[config.mk]
export PLATFORM = sky130hd
export DESIGN_NAME = addsub_rr_arbiter
export DESIGN_NICKNAME = d
export VERILOG_FILES = /design/src/rtl/addsub_rr_arbiter.sv
export SDC_FILE = /design/constraint.sdc
export NUM_CORES = 1
export LEC_CHECK = 0
export ABC_AREA = 1
export BUFFER_PORTS_ARGS = -buffer_cell sky130_fd_sc_hd__buf_4
export CAP_MARGIN = 20
export CORE_MARGIN = 5
export CORE_UTILIZATION = 46
export CTS_BUF_LIST = sky130_fd_sc_hd__clkbuf_16
export DETAILED_ROUTE_END_ITERATION = 6
export PLACE_DENSITY = 0.87
export RECOVER_POWER = 50
export SYNTH_ARGS = -nofsm -noshare
export SYNTH_HDL_FRONTEND = slang
export SYNTH_SLANG_ARGS = --single-unit
[constraint.sdc]
create_clock -name clk -period 3.89 [get_ports clk]
set_clock_uncertainty 0.05 [all_clocks]
set_input_delay 0.389 -clock clk [delete_from_list [all_inputs] [get_ports clk]]
set_output_delay 0.389 -clock clk [all_outputs]
set_load 0.02 [all_outputs]
[src/rtl/addsub_rr_arbiter.sv]
// Round-robin scheduler sharing one registered add/sub unit among N
// requesters, with a one-entry output buffer tagged by requester index.
module addsub_rr_arbiter #(
  parameter int WIDTH = 4,
  parameter int N     = 4,
  parameter int IDW   = $clog2(N)
) (
  input  logic             clk,
  input  logic             rst,
  input  logic [N-1:0]     req,
  input  logic [N*WIDTH-1:0] op_a,
  input  logic [N*WIDTH-1:0] op_b,
  input  logic [N-1:0]     sub,
  output logic [N-1:0]     gnt,
  output logic             res_valid,
  input  logic             res_ready,
  output logic [WIDTH-1:0] res,
  output logic [IDW-1:0]   res_id,
  output logic             res_cout,
  output logic             res_ovf
);

  typedef enum logic {EMPTY, FULL} state_t;

  state_t             r_state;
  state_t             w_nextState;
  logic [IDW-1:0]     r_ptr;
  logic [WIDTH-1:0]   r_res;
  logic [IDW-1:0]     r_resId;
  logic               r_cout;
  logic               r_ovf;

  logic               w_free;
  logic               w_found;
  logic               w_grant;
  logic [IDW-1:0]     w_winner;
  logic [WIDTH-1:0]   w_a;
  logic [WIDTH-1:0]   w_b;
  logic               w_sub;
  logic [WIDTH-1:0]   w_bEff;
  logic [WIDTH:0]     w_sum;
  logic               w_ovf;

  // The buffer can take a new result when empty or when it drains this cycle
  assign w_free  = (r_state == EMPTY) || res_ready;
  assign w_grant = w_free && w_found && !rst;

  // Scan requesters starting at the pointer, wrapping mod N (N is a power of two)
  always_comb begin
    logic [IDW-1:0] idx;
    idx      = '0;
    w_found  = 1'b0;
    w_winner = '0;
    for (int k = 0; k < N; k++) begin
      idx = r_ptr + IDW'(k);
      if (!w_found && req[idx]) begin
        w_found  = 1'b1;
        w_winner = idx;
      end
    end
  end

  // Select the winner's operands and operation
  always_comb begin
    w_a   = '0;
    w_b   = '0;
    w_sub = 1'b0;
    for (int i = 0; i < N; i++) begin
      if (w_winner == IDW'(i)) begin
        w_a   = op_a[i*WIDTH +: WIDTH];
        w_b   = op_b[i*WIDTH +: WIDTH];
        w_sub = sub[i];
      end
    end
  end

  // Shared adder: subtraction is A + ~B + 1, overflow from sign agreement
  always_comb begin
    w_bEff = w_sub ? ~w_b : w_b;
    w_sum  = {1'b0, w_a} + {1'b0, w_bEff} + {{WIDTH{1'b0}}, w_sub};
    w_ovf  = (w_a[WIDTH-1] == w_bEff[WIDTH-1]) && (w_sum[WIDTH-1] != w_a[WIDTH-1]);
  end

  // Buffer state register
  always_ff @(posedge clk) begin
    if (rst) r_state <= EMPTY;
    else     r_state <= w_nextState;
  end

  // Buffer next state: a grant always fills it, a drain without grant empties it
  always_comb begin
    w_nextState = r_state;
    case (r_state)
      EMPTY: if (w_grant) w_nextState = FULL;
      FULL:  if (res_ready && !w_grant) w_nextState = EMPTY;
      default: w_nextState = EMPTY;
    endcase
  end

  // Buffer outputs and one-hot grant strobe
  always_comb begin
    res_valid = (r_state == FULL);
    gnt       = '0;
    if (w_grant) gnt[w_winner] = 1'b1;
  end

  // Result payload and round-robin pointer, updated only on a grant
  always_ff @(posedge clk) begin
    if (rst) begin
      r_ptr   <= '0;
      r_res   <= '0;
      r_resId <= '0;
      r_cout  <= 1'b0;
      r_ovf   <= 1'b0;
    end else if (w_grant) begin
      r_ptr   <= w_winner + IDW'(1);
      r_res   <= w_sum[WIDTH-1:0];
      r_resId <= w_winner;
      r_cout  <= w_sum[WIDTH];
      r_ovf   <= w_ovf;
    end
  end

  assign res      = r_res;
  assign res_id   = r_resId;
  assign res_cout = r_cout;
  assign res_ovf  = r_ovf;

endmodule
Yosys cells after proc, flatten, opt, wreduce, memory -nomap -nowiden

Index checks and enable logic that the tools add are counted.
Widths: inputs -> output; s select.

Add/subtract/negate cells: 6
Order comparisons: 6
Equal/unequal tests: 5
Multiplexer cells: 35
Bitwise gates (word level): 2
Reduce and logical (&&, ||, !) cells: 15

Operator list:

| kind                | number |
|---|---|
| $mux 4              | 10 |
| $lt 2x3->1 const B  | 5 |
| $mux 1              | 15 |
| $bmux 1 s2          | 4 |
| $logic_and 1x1->1   | 8 |
| $mux 2              | 4 |
| $add 4x4->5         | 1 |
| $add 5x1->5         | 1 |
| $logic_not 1->1     | 5 |
| $add 2x1->2 const B | 2 |
| $add 2x2->2 const B | 2 |
| $eq 2x2->1 const B  | 2 |
| $not 4->4           | 1 |
| $demux 1 s2         | 1 |
| $eq 2x1->1 const B  | 1 |
| $ge 2x1->1 const B  | 1 |
| $logic_not 2->1     | 1 |
| $pmux 1 s2          | 1 |
| $eq 1x1->1          | 1 |
| $logic_or 1x1->1    | 1 |
| $ne 1x1->1          | 1 |
| $not 1->1           | 1 |

Register bits after elaboration: 11
Input port bits: 43
Output and inout port bits: 13
Word-level logic and storage cells: 75

Depth between registers and ports, before layout

Depth in word-level cells: 23
Gate-level depth with buffers: 26
Depth with buffers taken out: 25

Worst setup path after synthesis

No wires, ideal clock.

Path type: reg2reg
Start point: reg r_ptr[0]
End point: reg r_res[3], in the netlist res[3]
Library setup time: 0.111 ns
Arrival time: 3.235 ns
Required time: 3.729 ns
Path slack: 0.494 ns
Stages on the path, launching flop included: 22
Buffers on the path: 1
Period minus slack after synthesis: 3.396 ns
Cell sequence: dfxtp_1 buf_4 xor2_1 nand2_1 and2_1 nand3b_1 o211ai_1 inv_1 ha_1 inv_1 nor2_1 o311ai_0 o21ai_0 xnor2_1 inv_1 ha_1 nand2_1 inv_1 nand3_1 nand2_1 and3_1 nor2_1

Longest elaborated chain between the ends: 21
Elaborated cells on any way between the ends: 47
Classes of those cells: add/sub (5); eq/ne (3); mux (29); bitwise (1); reduce/logical (9)

Ends and longest elaborated chain:

| what                                                                 | line | text |
|---|---|---|
| start, declared                                                      | 27   | `logic [IDW-1:0] r_ptr;` |
| start signal, assigned                                               | 116  | `r_ptr <= w_winner + IDW'(1);` |
| parallel branches: the longest is 11 deep, another holds $add 2x1->2 | n/a  |  |
| $mux 2 *                                                             | 56   | `if (!w_found && req[idx]) begin` |
| named net w_winner[1]                                                | 36   | `logic [IDW-1:0] w_winner;` |
| $logic_not 2->1                                                      | 69   | `if (w_winner == IDW'(i)) begin` |
| $mux 4 (4 in series)                                                 | 69   |  |
| $not 4->4                                                            | 79   | `w_bEff = w_sub ? ~w_b : w_b;` |
| $mux 4                                                               | 79   |  |
| $add 4x4->5                                                          | 80   | `w_sum = {1'b0, w_a} + {1'b0, w_bEff} + {{WIDTH{1'b0}}, w_sub};` |
| $add 5x1->5 *                                                        | 80   |  |
| end signal, assigned                                                 | 117  | `r_res <= w_sum[WIDTH-1:0];` |
| end, declared                                                        | 28   | `logic [WIDTH-1:0] r_res;` |

Mark *: on every way through the listed nets, which the timed path passes. The select of a mux whose other input is x is not followed.
A chain may end at the register's enable or synchronous reset.

Worst setup path after layout

Start point: reg r_ptr[0]
End point: reg r_ovf, in the netlist res_ovf

Longest elaborated chain between the ends: 23
Elaborated cells on any way between the ends: 50
Classes of those cells: add/sub (5); eq/ne (5); mux (29); bitwise (1); reduce/logical (10)

Ends and longest elaborated chain:

| what                                                                 | line | text |
|---|---|---|
| parallel branches: the longest is 11 deep, another holds $add 2x1->2 | n/a  |  |
| $mux 2 *                                                             | 56   |  |
| named net w_winner[0]                                                | 36   |  |
| $logic_not 2->1                                                      | 69   |  |
| $mux 4 (4 in series)                                                 | 69   |  |
| $not 4->4                                                            | 79   |  |
| $mux 4                                                               | 79   |  |
| $add 4x4->5                                                          | 80   |  |
| $add 5x1->5                                                          | 80   |  |
| $ne 1x1->1                                                           | 81   | `w_ovf = (w_a[WIDTH-1] == w_bEff[WIDTH-1]) && (w_sum[WIDTH-1] != w_a[WIDTH-1]);` |
| $logic_and 1x1->1 *                                                  | 81   |  |
| end signal, assigned                                                 | 120  | `r_ovf <= w_ovf;` |
| end, declared                                                        | 31   | `logic r_ovf;` |

Marks and branches as above.

==> impl_metrics.json <==
{
  "arrival_ps": 3600,
  "postSynthCellCount": 192,
  "drv_slew": 0,
  "grt_pass1_wl_um": 5640,
  "period_minus_slack_ps": 3480,
  "cts_tree": "built",
  "max-cap-violations": 0,
  "ys_seq_area_frac": 0.194,
  "drc_errors": 0,
  "min_period_over_period": 0.895,
  "yosysTopAreaCell": "dfxtp_1",
  "fin_nets": 302,
  "syn-num-nets": 243,
  "synth_warnings": 0,
  "critPathCaptureType": "flop",
  "min_path_type": "in2reg",
  "slew_headroom": 0.727,
  "cts_root_buf": "clkbuf_16",
  "start_kind": "flop",
  "synth_top_area_share": 0.194,
  "n_fill_cell": 206,
  "place_area_um2": 1580,
  "cp_cell_sequence": "inv_2 > nand2_1 > nand2_1 > nand2_1 > nand2_1 > nor2_1 > nand3b_1 > nand2_1 > nand2_1 > inv_2 > ha_1 > buf_4 > a21oi_1 > o311ai_0 > o21ai_0 > xor2_1 > ha_1 > a21oi_1 > nand2_1 > nand2_1 > nand3_1 > a21oi_1",
  "ant_nets": 0,
  "hold_viol_final": 0,
  "yosysMostFrequentCell": "nand2_1",
  "critical_path_required_ps": 4010,
  "clk_latency_ps": 240,
  "fmax_ghz": 0.287,
  "rrSetupSlack_ps": 410,
  "grt_antenna_before_repair": 0,
  "drive_above_1_share": 0.252,
  "tightest_slew_ps": 405,
  "gp_congestion": 0.919,
  "setup_viol": 0,
  "initial_core_util": 0.470,
  "synth-seq-cells": 11,
  "yosysUniqueCellTypes": 26,
  "grt_max_degree": 17,
  "grt-ovfl-total": 0,
  "register_area_um2": 225,
  "vias_per_cell": 5.18,
  "wirelength_um": 3470,
  "synthTopCellsByCount": "nand2_1 (57), a21oi_1 (19), inv_1 (19)",
  "area_growth_pct": 45.7,
  "clk_path_buf_depth": 2,
  "slowest_delay_ps": 410,
  "cp_slowest_cell": "dfxtp_4",
  "first_pass_iters": 4,
  "fp-row-count": 18,
  "syn-cell-area_um2": 1130,
  "die_area_um2": 3550,
  "syn_area_per_cell_um2": 5.90,
  "antenna_cells": 0,
  "cts.clk_slew.worst_paths_ps": 40,
  "coreArea_um2": 2410,
  "drt_iter0_drc": 81,
  "clock-sinks": 11,
  "synth_edf_count": 0,
  "io_buffers": 55,
  "ios": 56,
  "grt_pass1_vias": 1298,
  "path_class": "reg2reg",
  "grt_usage": 0.206,
  "h-tree-depth": 1,
  "synthArstFlopShare": 0,
  "chipHeight_um": 59.6,
  "post-dp-hpwl_um": 2740,
  "status": "completed",
  "wl_per_cell_um": 12.4,
  "cpMostUsedCell": "nand2_1",
  "synth_ff_type": "dfxtp_1",
  "numCtsBuffers": 3,
  "die_w_um": 59.6,
  "path_max_fanout": 11,
  "vias": 1451,
  "multiInputGateArea_um2": 810,
  "fin_area_um2": 1650,
  "synth_area_leaders": "dfxtp_1 (19%), nand2_1 (19%), a21oi_1 (8.4%)",
  "holdPathStages": 2,
  "reg2reg_depth": 22,
  "holdBufCountCts": 0
}
sequential cells by signal (all words and copies together) (netlist names):
register / flops
res_valid: 1
res_id: 2
res_cout: 1
r_ptr: 2
res_ovf: 1
res: 4
logic make-up after synthesis:
logic type / after synthesis / synth area share
compound gates: 44 / 0.217
xor+xnor: 7 / 0.0541
fa+ha+maj: 8 / 0.0950
buf+inv: 28 / 0.101
flops: 11 / 0.194
simple gates: 94 / 0.339
worst max-delay path: cells and delay by family (launching register included):
family                     cells  cell delay [ps]
xor gates and xnor gates       1              180
AOI/OAI and AO/OA              5              830
adders and majority gates      2              520
buffers and inverters          3              350
DFF                            1              410
and+or+nand+nor               11             1060
area by class of cell:
class                   count  share of cell area
clock buffers               3              0.0455
repair buffers             60               0.252
clock inverters             1             0.00227
multi-input cells         153               0.491
well taps                  30              0.0227
flip-flops and latches     11               0.136
inverters                  22              0.0500
timing repair:
action	4_1_cts	5_1_grt
setup buffers	0	1
resized for setup	0	6
endpoints found under the setup margin	0	5
cells in the final DEF (no fill, tap or decap):
master     count
o21ai_1        2
o21ai_0       14
nand4_1        1
a21boi_0       2
dfxtp_2        1
dfxtp_1        9
clkbuf_1       9
xor2_2         1
a21oi_1       18
and2_1         1
ha_1           7
nand3b_1       1
fa_1           1
buf_4         51
dfxtp_4        1
clkbuf_16      3
o211ai_1       3
and3_1         1
nor2_1        18
a211oi_1       1
xor2_1         3
o21a_1         1
nand2_2        1
o311ai_0       2
xnor2_1        3
inv_2          4
nand3_1       14
inv_1         19
nand2_1       57
a21oi_2        1
stage by stage:
stage                     hold slack [ps]   util  cells  TNS, ps  worst slack (ps)
after floorplan                       408      -    192        0               494
after global placement                406  0.656    275        0               307
after detailed placement              407  0.656    275        0               192
after CTS                             284  0.689    279        0               172
after global routing                  283  0.685    280    -38.5             -25.1
final                                 285  0.685    280        0               408
final timing paths:
| path | endpoint | from |
|---|---|---|
| hold reg to reg | res_id[0] | res_id[0] |
| setup reg to reg | res_ovf | r_ptr[0] |
| setup / recovery | res_ovf | r_ptr[0] |
| hold / removal | res_id[0] | rst |
layer usage:
| layer | vias to the layer above | share of wire | routed length, µm | global-route usage |
|---|---|---|---|---|
| li1 | 740 | - | - | - |
| met1 | 659 | 0.45 | 1570 | 0.288 |
| met2 | 48 | 0.46 | 1590 | 0.321 |
| met3 | 4 | 0.080 | 277 | 0.0392 |
| met4 | 0 | 0.0092 | 32 | 0.0570 |
| met5 | - | 0 | 0 | 0 |
Power is not shown: default switching activity piles up to over one toggle a cycle in this logic, so the estimate is an artifact.
